File: config.mk
export PLATFORM = sky130hd
export DESIGN_NAME = led_char_display
export DESIGN_NICKNAME = d
export VERILOG_FILES = /design/src/rtl/led_char_pkg.sv /design/src/rtl/led_font_rom.sv /design/src/rtl/led_char_display.sv
export SDC_FILE = /design/constraint.sdc
export NUM_CORES = 1
export LEC_CHECK = 0
export BUFFER_PORTS_ARGS = -buffer_cell sky130_fd_sc_hd__buf_4
export CAP_MARGIN = 15
export CORE_UTILIZATION = 55
export CTS_CLUSTER_DIAMETER = 100
export DETAILED_ROUTE_END_ITERATION = 8
export GPL_ROUTABILITY_DRIVEN = 1
export PLACE_DENSITY = 0.82
export SYNTH_ARGS = -nofsm -noshare
export SYNTH_HDL_FRONTEND = slang
export SYNTH_SLANG_ARGS = --single-unit
File: constraint.sdc
create_clock -name clk -period 7.4 [get_ports clk]
set_input_delay 0.37 -clock clk [delete_from_list [all_inputs] [get_ports clk]]
set_output_delay 0.37 -clock clk [all_outputs]
set_load 0.02 [all_outputs]
File: src/rtl/led_char_pkg.sv
// Shared constants, case folding and the 4x8 font for the LED character display.
// Glyph word layout: column 0 in bits [31:24] ... column 3 in bits [7:0]; bit0 of a column = top row.
package led_char_pkg;

  localparam int         GLYPH_W    = 4;
  localparam int         GLYPH_H    = 8;
  localparam logic [7:0] FIRST_CHAR = 8'h20;
  localparam logic [7:0] LAST_CHAR  = 8'h5A;
  localparam int         NUM_GLYPHS = 59;

  function automatic logic [7:0] fold_case(input logic [7:0] c);
    logic [7:0] r;
    if ((c >= 8'h61) && (c <= 8'h7A)) begin
      r = c - 8'h20;
    end else begin
      r = c;
    end
    return r;
  endfunction

  function automatic logic [7:0] glyph_column(input logic [31:0] g, input logic [1:0] col);
    logic [7:0] r;
    case (col)
      2'd0:    r = g[31:24];
      2'd1:    r = g[23:16];
      2'd2:    r = g[15:8];
      2'd3:    r = g[7:0];
      default: r = 8'h00;
    endcase
    return r;
  endfunction

  function automatic logic [31:0] font_glyph(input logic [5:0] idx);
    logic [31:0] g;
    case (idx)
      6'd0:  g = 32'h00000000; 6'd1:  g = 32'h005F0000; 6'd2:  g = 32'h00070007;
      6'd3:  g = 32'h147F147F; 6'd4:  g = 32'h242A7F12; 6'd5:  g = 32'h23086462;
      6'd6:  g = 32'h36495650; 6'd7:  g = 32'h00070000; 6'd8:  g = 32'h001C2241;
      6'd9:  g = 32'h41221C00; 6'd10: g = 32'h2A1C1C2A; 6'd11: g = 32'h083E0808;
      6'd12: g = 32'h00503000; 6'd13: g = 32'h08080808; 6'd14: g = 32'h00606000;
      6'd15: g = 32'h60180603; 6'd16: g = 32'h3E51453E; 6'd17: g = 32'h00427F40;
      6'd18: g = 32'h62514946; 6'd19: g = 32'h22414936; 6'd20: g = 32'h1814127F;
      6'd21: g = 32'h27454539; 6'd22: g = 32'h3E494930; 6'd23: g = 32'h01710903;
      6'd24: g = 32'h36494936; 6'd25: g = 32'h0649493E; 6'd26: g = 32'h00363600;
      6'd27: g = 32'h00563600; 6'd28: g = 32'h08142241; 6'd29: g = 32'h14141414;
      6'd30: g = 32'h41221408; 6'd31: g = 32'h02510906; 6'd32: g = 32'h3E415D1E;
      6'd33: g = 32'h7E09097E; 6'd34: g = 32'h7F494936; 6'd35: g = 32'h3E414122;
      6'd36: g = 32'h7F41413E; 6'd37: g = 32'h7F494941; 6'd38: g = 32'h7F090901;
      6'd39: g = 32'h3E41497A; 6'd40: g = 32'h7F08087F; 6'd41: g = 32'h417F4100;
      6'd42: g = 32'h2040413F; 6'd43: g = 32'h7F081463; 6'd44: g = 32'h7F404040;
      6'd45: g = 32'h7F06067F; 6'd46: g = 32'h7F04087F; 6'd47: g = 32'h3E41413E;
      6'd48: g = 32'h7F090906; 6'd49: g = 32'h3E41215E; 6'd50: g = 32'h7F091966;
      6'd51: g = 32'h26494932; 6'd52: g = 32'h017F0101; 6'd53: g = 32'h3F40403F;
      6'd54: g = 32'h1F20601F; 6'd55: g = 32'h7F30307F; 6'd56: g = 32'h631C1C63;
      6'd57: g = 32'h07087807; 6'd58: g = 32'h61514D43;
      default: g = 32'h00000000;
    endcase
    return g;
  endfunction

endpackage

File: src/rtl/led_font_rom.sv
// Registered font lookup: one 8-pixel glyph column per cycle, plus an unsupported-code flag.
module led_font_rom
  import led_char_pkg::*;
(
  input  logic       clk,
  input  logic       rst,
  input  logic [7:0] char_i,
  input  logic [1:0] col_i,
  output logic [7:0] col_bits,
  output logic       unsupported
);

  logic [7:0] col_bits_d, col_bits_q;
  logic       unsup_d, unsup_q;

  // Range check and table lookup.
  always_comb begin
    unsup_d    = (char_i < FIRST_CHAR) || (char_i > LAST_CHAR);
    col_bits_d = 8'h00;
    if (unsup_d) begin
      col_bits_d = 8'h00;
    end else begin
      col_bits_d = glyph_column(font_glyph(6'(char_i - FIRST_CHAR)), col_i);
    end
  end

  // Read register.
  always_ff @(posedge clk) begin
    if (rst) begin
      col_bits_q <= 8'h00;
      unsup_q    <= 1'b0;
    end else begin
      col_bits_q <= col_bits_d;
      unsup_q    <= unsup_d;
    end
  end

  assign col_bits    = col_bits_q;
  assign unsupported = unsup_q;

endmodule

File: src/rtl/led_char_display.sv
// Scrolling column framebuffer fed by (write, char, column) strobes, scanned onto an LED matrix.
// fb[0] is the leftmost column; new columns enter at fb[NUM_COLS-1].
module led_char_display
  import led_char_pkg::*;
#(
  parameter int NUM_COLS = 16,
  parameter int SCAN_DIV = 1000,
  parameter int CNT_W    = 16
) (
  input  logic                clk,
  input  logic                rst,
  input  logic                write,
  input  logic [7:0]          char_in,
  input  logic [1:0]          column,
  input  logic                clear,
  output logic [NUM_COLS-1:0] led_col_sel,
  output logic [7:0]          led_row,
  output logic [CNT_W-1:0]    glyph_count,
  output logic                bad_char
);

  localparam int PS_W  = $clog2(SCAN_DIV);
  localparam int IDX_W = $clog2(NUM_COLS);

  logic [NUM_COLS-1:0][7:0] fb_d, fb_q;
  logic                     s1_valid_d, s1_valid_q;
  logic                     s1_last_d, s1_last_q;
  logic [PS_W-1:0]          prescaler_d, prescaler_q;
  logic [IDX_W-1:0]         scan_idx_d, scan_idx_q;
  logic [NUM_COLS-1:0]      led_col_sel_d, led_col_sel_q;
  logic [7:0]               led_row_d, led_row_q;
  logic [CNT_W-1:0]         glyph_count_d, glyph_count_q;
  logic                     bad_char_d, bad_char_q;
  logic [7:0]               rom_bits;
  logic                     rom_unsup;

  led_font_rom u_rom (
    .clk         (clk),
    .rst         (rst),
    .char_i      (fold_case(char_in)),
    .col_i       (column),
    .col_bits    (rom_bits),
    .unsupported (rom_unsup)
  );

  // Write pipeline, framebuffer scroll, glyph counter and sticky error; clear wins over write.
  always_comb begin
    s1_valid_d    = write & ~clear;
    s1_last_d     = (column == 2'd3);
    fb_d          = fb_q;
    glyph_count_d = glyph_count_q;
    bad_char_d    = bad_char_q;
    if (clear) begin
      fb_d       = '0;
      bad_char_d = 1'b0;
    end else if (s1_valid_q) begin
      fb_d       = {rom_bits, fb_q[NUM_COLS-1:1]};
      bad_char_d = bad_char_q | rom_unsup;
      if (s1_last_q) begin
        glyph_count_d = glyph_count_q + CNT_W'(1);
      end else begin
        glyph_count_d = glyph_count_q;
      end
    end else begin
      fb_d = fb_q;
    end
  end

  // Scan timing; slot 0 of each column is blanked to avoid ghosting.
  always_comb begin
    prescaler_d = prescaler_q + PS_W'(1);
    scan_idx_d  = scan_idx_q;
    if (prescaler_q == PS_W'(SCAN_DIV - 1)) begin
      prescaler_d = '0;
      if (scan_idx_q == IDX_W'(NUM_COLS - 1)) begin
        scan_idx_d = '0;
      end else begin
        scan_idx_d = scan_idx_q + IDX_W'(1);
      end
    end else begin
      scan_idx_d = scan_idx_q;
    end
    led_col_sel_d = NUM_COLS'(1) << scan_idx_q;
    if (prescaler_q == '0) begin
      led_row_d = 8'h00;
    end else begin
      led_row_d = fb_q[scan_idx_q];
    end
  end

  // State and output registers.
  always_ff @(posedge clk) begin
    if (rst) begin
      fb_q          <= '0;
      s1_valid_q    <= 1'b0;
      s1_last_q     <= 1'b0;
      prescaler_q   <= '0;
      scan_idx_q    <= '0;
      led_col_sel_q <= '0;
      led_row_q     <= 8'h00;
      glyph_count_q <= '0;
      bad_char_q    <= 1'b0;
    end else begin
      fb_q          <= fb_d;
      s1_valid_q    <= s1_valid_d;
      s1_last_q     <= s1_last_d;
      prescaler_q   <= prescaler_d;
      scan_idx_q    <= scan_idx_d;
      led_col_sel_q <= led_col_sel_d;
      led_row_q     <= led_row_d;
      glyph_count_q <= glyph_count_d;
      bad_char_q    <= bad_char_d;
    end
  end

  assign led_col_sel = led_col_sel_q;
  assign led_row     = led_row_q;
  assign glyph_count = glyph_count_q;
  assign bad_char    = bad_char_q;

endmodule
==> flow_results.xml, run 1 <==
<?xml version="1.0" encoding="UTF-8"?>
<metrics>
  <group name="timing">
    <metric name="setup_viol_count_final" unit="">0</metric>
    <metric name="tns" unit="ns">0</metric>
    <metric name="period_utilization_post_route" unit="%">39.33</metric>
    <metric name="fmax" unit="MHz">343.6</metric>
    <metric name="rsz0062_at_grt" unit="">false</metric>
    <metric name="max_slew.worst_pin.slew" unit="ns">1.103</metric>
    <metric name="fin_skew" unit="ns">0.01077</metric>
    <metric name="layout_min_cycle_time" unit="ns">2.911</metric>
    <metric name="final-hold-violation-count" unit="">0</metric>
    <metric name="drv_slew" unit="">0</metric>
    <metric name="maxSlewHeadroom" unit="%">26.47</metric>
  </group>
  <group name="drt">
    <metric name="drc_errors" unit="">0</metric>
    <metric name="drt-vias-per-instance" unit="">6.271</metric>
    <metric name="wirelength" unit="µm">23160</metric>
    <metric name="antenna_violating_nets_post_route" unit="">0</metric>
    <metric name="drt_iter0_markers" unit="">962</metric>
    <metric name="drt_pre_antenna_iters" unit="">7</metric>
    <metric name="route.vias.total" unit="">7763</metric>
    <metric name="wl_per_cell" unit="µm">18.71</metric>
  </group>
  <group name="power_and_ir_drop">
    <metric name="peakVddDrop" unit="mV">0.1555</metric>
    <metric name="power.leakage" unit="nW">3.638</metric>
    <metric name="internal-power" unit="W">0.001525</metric>
    <metric name="p_seq_share" unit="%">46.8</metric>
    <metric name="power_frac_clock" unit="%">43.1</metric>
    <metric name="power-per-cell-area" unit="nW/µm²">199.4</metric>
    <metric name="power_switching" unit="W">0.0005259</metric>
    <metric name="p_sw_share" unit="%">25.64</metric>
    <metric name="power.combinational.fraction" unit="%">10.1</metric>
  </group>
  <group name="worst_setup_path">
    <metric name="timing_worst_setup_path_type" unit="">in2reg</metric>
    <metric name="timing.reg2reg.worst_path_depth" unit="">6</metric>
    <metric name="crit_arrival" unit="ns">3.23</metric>
    <metric name="end_kind" unit="">flop</metric>
    <metric name="crit_path_start_kind" unit="">primary input</metric>
    <metric name="worst_ep_required_time" unit="ns">7.72</metric>
    <metric name="critical_path_peak_fanout" unit="">50</metric>
  </group>
  <group name="clocking">
    <metric name="cts_inserted_buffers" unit="">17</metric>
    <metric name="clock_insertion_delay_worst_skew" unit="ns">0.43</metric>
    <metric name="post_cts_resize_count" unit="">0</metric>
    <metric name="clock_sinks" unit="">176</metric>
    <metric name="cts_htree_levels" unit="">4</metric>
    <metric name="cts.repair_timing.setup_buffer_count" unit="">0</metric>
    <metric name="cts_max_path_buffers" unit="">2</metric>
    <metric name="tritoncts" unit="">done</metric>
    <metric name="cts_root_buf" unit="">sky130_fd_sc_hd__clkbuf_16</metric>
    <metric name="clk_transition_reported_paths" unit="ns">0.07</metric>
    <metric name="cts_hold_buf" unit="">0</metric>
  </group>
  <group name="synth">
    <metric name="postSynthAreaPerCell" unit="µm²">9.198</metric>
    <metric name="synth-seq-area-share" unit="%">37.74</metric>
    <metric name="synth-seq-cells" unit="">176</metric>
    <metric name="post_syn_nets" unit="">1052</metric>
    <metric name="synth_top_flop_cell" unit="">sky130_fd_sc_hd__dfxtp_1</metric>
    <metric name="yosysWarningCount" unit="">0</metric>
    <metric name="netlist-cell-type-count" unit="">73</metric>
    <metric name="syn_inst" unit="">1015</metric>
    <metric name="synth_edf_count" unit="">0</metric>
    <metric name="asyncSetResetFlopFracSynth" unit="%">0</metric>
    <metric name="synth_area" unit="µm²">9336</metric>
  </group>
  <group name="placement">
    <metric name="placement.cell_area" unit="µm²">9702</metric>
    <metric name="io_buffer_count" unit="">53</metric>
    <metric name="detailed_place_hpwl" unit="µm">15080</metric>
    <metric name="globalplace.congestion" unit="">1.016</metric>
  </group>
  <group name="global_route">
    <metric name="most_utilized_layer_in_the_global_route_result" unit="">met2</metric>
    <metric name="grt_usage" unit="%">26.54</metric>
    <metric name="via_count_of_the_first_global_routing_pass" unit="">7136</metric>
    <metric name="global_route.overflow_total" unit="">0</metric>
    <metric name="groute.layer.met2.usage" unit="%">42.83</metric>
    <metric name="antenna_violations_before_repair" unit="">0</metric>
    <metric name="grt_start_max_net_pins" unit="">115</metric>
    <metric name="global_route.usage.met1" unit="%">33.74</metric>
    <metric name="grt_pass1_wl" unit="µm">37130</metric>
    <metric name="grt_util_met3" unit="%">5.152</metric>
  </group>
  <group name="final_layout">
    <metric name="antenna-diode-count" unit="">0</metric>
    <metric name="postLayoutCellArea" unit="µm²">10290</metric>
    <metric name="leading_cell_type_in_the_layout_fill_and_taps_excluded" unit="">sky130_fd_sc_hd__nor2_1</metric>
    <metric name="synthToLayoutAreaGrowth" unit="%">10.19</metric>
    <metric name="mostFrequentLayoutCells" unit="">sky130_fd_sc_hd__nor2_1, sky130_fd_sc_hd__dfxtp_1, sky130_fd_sc_hd__mux2i_1</metric>
    <metric name="area.sequential" unit="µm²">3528</metric>
    <metric name="layout.filler_cells" unit="">1325</metric>
    <metric name="layout.nets" unit="">1042</metric>
    <metric name="multi_input_area" unit="µm²">5373</metric>
    <metric name="post_route_cells_drive_above_1_share" unit="%">13.95</metric>
  </group>
  <group name="floorplanning">
    <metric name="dieWidth" unit="µm">132.3</metric>
    <metric name="dieHeight" unit="µm">132.3</metric>
    <metric name="initial_core_util" unit="%">56.30</metric>
    <metric name="placement_rows" unit="">47</metric>
    <metric name="floorplan.die_area" unit="µm²">17500</metric>
    <metric name="design.core.area" unit="µm²">16580</metric>
    <metric name="top_level_ports" unit="">55</metric>
  </group>
  <group name="min_path">
    <metric name="hold-path-cell-count" unit="">3</metric>
    <metric name="timing.hold.worst.class" unit="">in2reg</metric>
  </group>
  <group name="outcome">
    <metric name="status" unit="">finished, final reports clean</metric>
  </group>
  <group name="flow_run">
    <metric name="cap_violations" unit="">0</metric>
  </group>
</metrics>
[metal layers]
layer | wire, µm | vias to the layer above
met5 | 0 | -
met4 | 1127 | 0
met3 | 1810 | 117
met2 | 10710 | 388
met1 | 9511 | 3624
li1 | - | 3634
[registers in the layout, summed over array words and instances, names as in the netlist, 4 cells and up]
name,flops
scan_idx_q,4
led_col_sel,16
glyph_count,16
u_rom.col_bits,7
fb_q,112
prescaler_q,10
led_row,7
[path summary, 6_finish.rpt]
kind,from,end,slack (ns)
min reg2reg,u_rom.col_bits[3],fb_q[123],0.47
max reg2reg,s1_valid_q,glyph_count[15],4.57
min,write,s1_valid_q,0.16
max,char_in[2],u_rom.col_bits[1],4.49
[power groups by stage]
stage               logic, W  clock network [W]  registers [W]
CTS                 0.000198           0.000900       0.000959
floorplan           0.000151                  0       0.000976
finish              0.000207           0.000884       0.000959
global placement    0.000203                  0       0.000981
detailed placement  0.000197                  0       0.000981
global route        0.000218           0.000939       0.000960
[critical path, cell delays in order]
cell and delay (ns):
sky130_fd_sc_hd__buf_4 0.37, sky130_fd_sc_hd__clkinv_1 0.45, sky130_fd_sc_hd__ha_1 0.42, sky130_fd_sc_hd__nand4b_1 0.12, sky130_fd_sc_hd__and3_1 0.24, sky130_fd_sc_hd__o31a_1 0.53, sky130_fd_sc_hd__o211ai_1 0.17, sky130_fd_sc_hd__a31o_2 0.29
sky130_fd_sc_hd__a221oi_1 0.25
[final cells by class]
cell class,count,area share (%)
clock inverter,13,1.484
multi-input combinational,729,52.23
tap,220,2.676
timing repair buffer,59,4.306
sequential,176,34.30
clock buffer,19,4.208
inverter,22,0.8027
[metrics by stage]
step / power [W] / utilization [%] / hold slack (ns) / worst slack, ns / std cells
2_1_floorplan: 0.001127 / - / 0.4378 / 4.645 / 1015
3_3_place_gp: 0.001184 / 58.50 / 0.4475 / 4.221 / 1206
3_5_place_dp: 0.001178 / 58.50 / 0.4587 / 4.147 / 1206
4_1_cts: 0.002057 / 62.03 / 0.1376 / 4.589 / 1238
5_1_grt: 0.002117 / 62.03 / 0.1666 / 4.319 / 1238
6_report: 0.002051 / 62.03 / 0.1552 / 4.489 / 1238
[cell usage after synthesis (7+ instances only)]
master | number | area (µm²)
sky130_fd_sc_hd__xor2_1 | 15 | 131.4
sky130_fd_sc_hd__buf_2 | 15 | 75.07
sky130_fd_sc_hd__and3_1 | 8 | 50.05
sky130_fd_sc_hd__nor2b_1 | 18 | 112.6
sky130_fd_sc_hd__nand2b_1 | 19 | 118.9
sky130_fd_sc_hd__nand2_1 | 45 | 168.9
sky130_fd_sc_hd__buf_1 | 20 | 75.07
sky130_fd_sc_hd__o211ai_1 | 10 | 75.07
sky130_fd_sc_hd__mux4_2 | 38 | 855.8
sky130_fd_sc_hd__inv_1 | 19 | 71.32
sky130_fd_sc_hd__a31oi_1 | 15 | 93.84
sky130_fd_sc_hd__o22ai_1 | 7 | 43.79
sky130_fd_sc_hd__nor3_1 | 18 | 90.09
sky130_fd_sc_hd__dfxtp_1 | 176 | 3523
sky130_fd_sc_hd__mux2i_1 | 118 | 1181
sky130_fd_sc_hd__clkbuf_1 | 51 | 191.4
sky130_fd_sc_hd__a311oi_1 | 8 | 70.07
sky130_fd_sc_hd__ha_1 | 23 | 287.8
sky130_fd_sc_hd__a21oi_1 | 45 | 225.2
sky130_fd_sc_hd__o21ai_0 | 34 | 170.2
sky130_fd_sc_hd__xnor2_1 | 8 | 70.07
sky130_fd_sc_hd__a221oi_1 | 10 | 87.58
sky130_fd_sc_hd__nand3_1 | 17 | 85.08
sky130_fd_sc_hd__nor2_1 | 177 | 664.4
sky130_fd_sc_hd__o31ai_1 | 7 | 52.55
[cell families (layout without fill, tap and decap cells)]
family / after synthesis / count (layout) / synth area share (%)
adder cells (fa/ha/maj): 23 / 23 / 3.082
XOR/XNOR: 23 / 23 / 2.158
AND/OR/NAND/NOR: 333 / 333 / 16.16
AO/OA/AOI/OAI: 191 / 191 / 14.02
buffers and inverters: 110 / 113 / 4.744
other: 1 / 1 / 0.04017
multiplexers: 158 / 158 / 22.06
flip-flops: 176 / 176 / 37.74
(Power assumes the default switching activity.)
==> run 2, diff against run 1 <==
- clock period: 7.4 -> 3 ns (I/O delays scaled with it)
==> run 2 against run 1 <==
  * Global-route usage increased by 0.55 points
  * First-iteration DRC count decreased by 1.6%
  * Clock power increased by 140%
  * Critical path type unchanged
  * Critical endpoint unchanged
  * Sequential share of layout area decreased by 0.52 points
  * Highest routed layer unchanged
  * Register-to-register slack got worse by 3.8 ns
  * Design area increased by 1.5%
  * Setup slack got worse by 3.8 ns
  * Utilization increased by 0.95 points
  * Hold slack got worse by 0.12 ns
==> flow_results.xml, run 2 (synthesis results as in run 1) <==
<?xml version="1.0" encoding="UTF-8"?>
<metrics>
  <group name="min_path">
    <metric name="worst_hold_startpoint" unit="">char_in[7]</metric>
    <metric name="timing.hold.worst.class" unit="">in2reg</metric>
  </group>
  <group name="timing">
    <metric name="drv_slew" unit="">0</metric>
    <metric name="final-hold-violation-count" unit="">0</metric>
    <metric name="setup_viol_count_final" unit="">0</metric>
    <metric name="max_slew.worst_pin.slew" unit="ns">0.7755</metric>
    <metric name="tns" unit="ns">0</metric>
    <metric name="maxSlewHeadroom" unit="%">48.23</metric>
    <metric name="layout_min_cycle_time" unit="ns">2.282</metric>
    <metric name="fin_skew" unit="ns">0.01027</metric>
    <metric name="fmax" unit="MHz">438.2</metric>
    <metric name="period_utilization_post_route" unit="%">76.07</metric>
    <metric name="rsz0062_at_grt" unit="">false</metric>
  </group>
  <group name="global_route">
    <metric name="grt_usage" unit="%">27.09</metric>
    <metric name="global_route.overflow_total" unit="">0</metric>
    <metric name="via_count_of_the_first_global_routing_pass" unit="">7399</metric>
    <metric name="grt_pass1_wl" unit="µm">38140</metric>
    <metric name="antenna_violations_before_repair" unit="">0</metric>
    <metric name="grt_start_max_net_pins" unit="">114</metric>
  </group>
  <group name="power_and_ir_drop">
    <metric name="power.combinational.fraction" unit="%">10.8</metric>
    <metric name="p_seq_share" unit="%">47.2</metric>
    <metric name="power-per-cell-area" unit="nW/µm²">477.6</metric>
    <metric name="power_switching" unit="W">0.001354</metric>
    <metric name="p_sw_share" unit="%">27.14</metric>
    <metric name="internal-power" unit="W">0.003634</metric>
    <metric name="power_frac_clock" unit="%">42.0</metric>
    <metric name="power.leakage" unit="nW">3.732</metric>
    <metric name="peakVddDrop" unit="mV">0.3896</metric>
  </group>
  <group name="final_layout">
    <metric name="synthToLayoutAreaGrowth" unit="%">11.87</metric>
    <metric name="multi_input_area" unit="µm²">5373</metric>
    <metric name="leading_cell_type_in_the_layout_fill_and_taps_excluded" unit="">sky130_fd_sc_hd__nor2_1</metric>
    <metric name="area.sequential" unit="µm²">3528</metric>
    <metric name="post_route_cells_drive_above_1_share" unit="%">15.21</metric>
    <metric name="regMostFlops" unit="">fb_q</metric>
    <metric name="post-route-util" unit="%">62.98</metric>
    <metric name="layout.filler_cells" unit="">1311</metric>
    <metric name="antenna-diode-count" unit="">0</metric>
    <metric name="layout.nets" unit="">1056</metric>
    <metric name="mostFrequentLayoutCells" unit="">sky130_fd_sc_hd__nor2_1, sky130_fd_sc_hd__dfxtp_1, sky130_fd_sc_hd__mux2i_1</metric>
    <metric name="largest_register_ffs" unit="">112</metric>
  </group>
  <group name="floorplanning">
    <metric name="top_level_ports" unit="">55</metric>
    <metric name="placement_rows" unit="">47</metric>
    <metric name="initial_core_util" unit="%">56.30</metric>
    <metric name="floorplan.die_area" unit="µm²">17500</metric>
    <metric name="design.core.area" unit="µm²">16580</metric>
    <metric name="dieHeight" unit="µm">132.3</metric>
    <metric name="dieWidth" unit="µm">132.3</metric>
  </group>
  <group name="placement">
    <metric name="io_buffer_count" unit="">53</metric>
    <metric name="detailed_place_hpwl" unit="µm">15480</metric>
    <metric name="globalplace.congestion" unit="">1.015</metric>
  </group>
  <group name="outcome">
    <metric name="status" unit="">finished, final reports clean</metric>
  </group>
  <group name="clocking">
    <metric name="cts_max_path_buffers" unit="">2</metric>
    <metric name="clk_transition_reported_paths" unit="ns">0.07</metric>
    <metric name="cts_root_buf" unit="">sky130_fd_sc_hd__clkbuf_16</metric>
    <metric name="cts_inserted_buffers" unit="">17</metric>
    <metric name="post_cts_resize_count" unit="">0</metric>
    <metric name="tritoncts" unit="">done</metric>
    <metric name="clock_sinks" unit="">176</metric>
    <metric name="cts_htree_levels" unit="">4</metric>
    <metric name="clock_insertion_delay_worst_skew" unit="ns">0.43</metric>
  </group>
  <group name="drt">
    <metric name="drt-vias-per-instance" unit="">6.289</metric>
    <metric name="drt_pre_antenna_iters" unit="">7</metric>
    <metric name="drt_iter0_markers" unit="">947</metric>
    <metric name="wl_per_cell" unit="µm">18.79</metric>
    <metric name="wirelength" unit="µm">23520</metric>
    <metric name="antenna_violating_nets_post_route" unit="">0</metric>
    <metric name="route.vias.total" unit="">7874</metric>
    <metric name="drc_errors" unit="">0</metric>
  </group>
  <group name="worst_setup_path">
    <metric name="crit_arrival" unit="ns">2.61</metric>
    <metric name="critical_path_peak_fanout" unit="">17</metric>
    <metric name="worst_ep_required_time" unit="ns">3.33</metric>
    <metric name="end_kind" unit="">flop</metric>
    <metric name="timing.critical_path.from" unit="">char_in[1]</metric>
    <metric name="crit_path_start_kind" unit="">primary input</metric>
    <metric name="reg2reg_from" unit="">prescaler_q[0]</metric>
    <metric name="timing_worst_setup_path_type" unit="">in2reg</metric>
  </group>
  <group name="flow_run">
    <metric name="cap_violations" unit="">0</metric>
  </group>
</metrics>
run 2: cell count changes in the layout (fill, tap and decap cells not counted), moves of 3 or more:
cell	before	now
sky130_fd_sc_hd__clkinv_4	1	4
sky130_fd_sc_hd__buf_12	0	5
sky130_fd_sc_hd__buf_4	59	67
sky130_fd_sc_hd__clkinvlp_4	5	2
run 2: timing repair:
item | CTS | global route
hold buffers | 1 | 0
hold endpoints to repair | 1 | 0
setup buffers | 0 | 0
run 2: layout make-up:
class / instances / area share, %
clock buffers: 17 / 4.073
clock inverters: 15 / 1.414
inverters: 22 / 0.7906
multi-input cells: 729 / 51.44
flip-flops and latches: 176 / 33.78
well taps: 220 / 2.635
repair buffers: 73 / 5.870
run 2: power by group through the flow:
stage | clock, W | combinational [W] | sequential [W]
finish | 0.00210 | 0.000539 | 0.00235
global route | 0.00222 | 0.000570 | 0.00235
CTS | 0.00212 | 0.000518 | 0.00235
detailed placement | 0 | 0.000515 | 0.00241
global placement | 0 | 0.000528 | 0.00241
floorplan | 0 | 0.000374 | 0.00241
run 2: worst max-delay path, cell delays in order:
cell and delay, ns:
sky130_fd_sc_hd__buf_4 0.16, sky130_fd_sc_hd__inv_1 0.17, sky130_fd_sc_hd__ha_1 0.42, sky130_fd_sc_hd__nor2b_1 0.24, sky130_fd_sc_hd__a21o_1 0.22, sky130_fd_sc_hd__o31a_1 0.57
sky130_fd_sc_hd__o211ai_1 0.17, sky130_fd_sc_hd__a31o_2 0.29, sky130_fd_sc_hd__a221oi_1 0.22
run 2: per-stage QoR:
| stage | setup WS (ns) | cell area [µm²] | hold slack [ns] | std cells | total power [W] |
|---|---|---|---|---|---|
| 2_1_floorplan | 0.4652 | 9336 | 0.2622 | 1015 | 0.002780 |
| 3_3_place_gp | 0.4462 | 9862 | 0.4131 | 1219 | 0.002935 |
| 3_5_place_dp | 0.3487 | 9862 | 0.4059 | 1219 | 0.002922 |
| 4_1_cts | 0.7881 | 10450 | 0.02482 | 1252 | 0.004994 |
| 5_1_grt | 0.5710 | 10450 | 0.07468 | 1252 | 0.005148 |
| 6_report | 0.7180 | 10450 | 0.03775 | 1252 | 0.004989 |
run 2: path summary, 6_finish.rpt:
path,slack (ns),depth (start not counted),endpoint
worst max-delay path,0.72,9,u_rom.col_bits[1]
worst min-delay path,0.04,3,u_rom.unsupported
worst max register to register,0.80,6,scan_idx_q[3]
worst min register to register,0.48,2,bad_char
run 2: layer usage:
metal	vias to the layer above	global-route usage, %	wire, µm
met5	-	0	0
met4	0	16.03	1143
met3	102	4.729	1734
met2	394	44.21	11190
met1	3713	33.73	9448
li1	3665	-	-
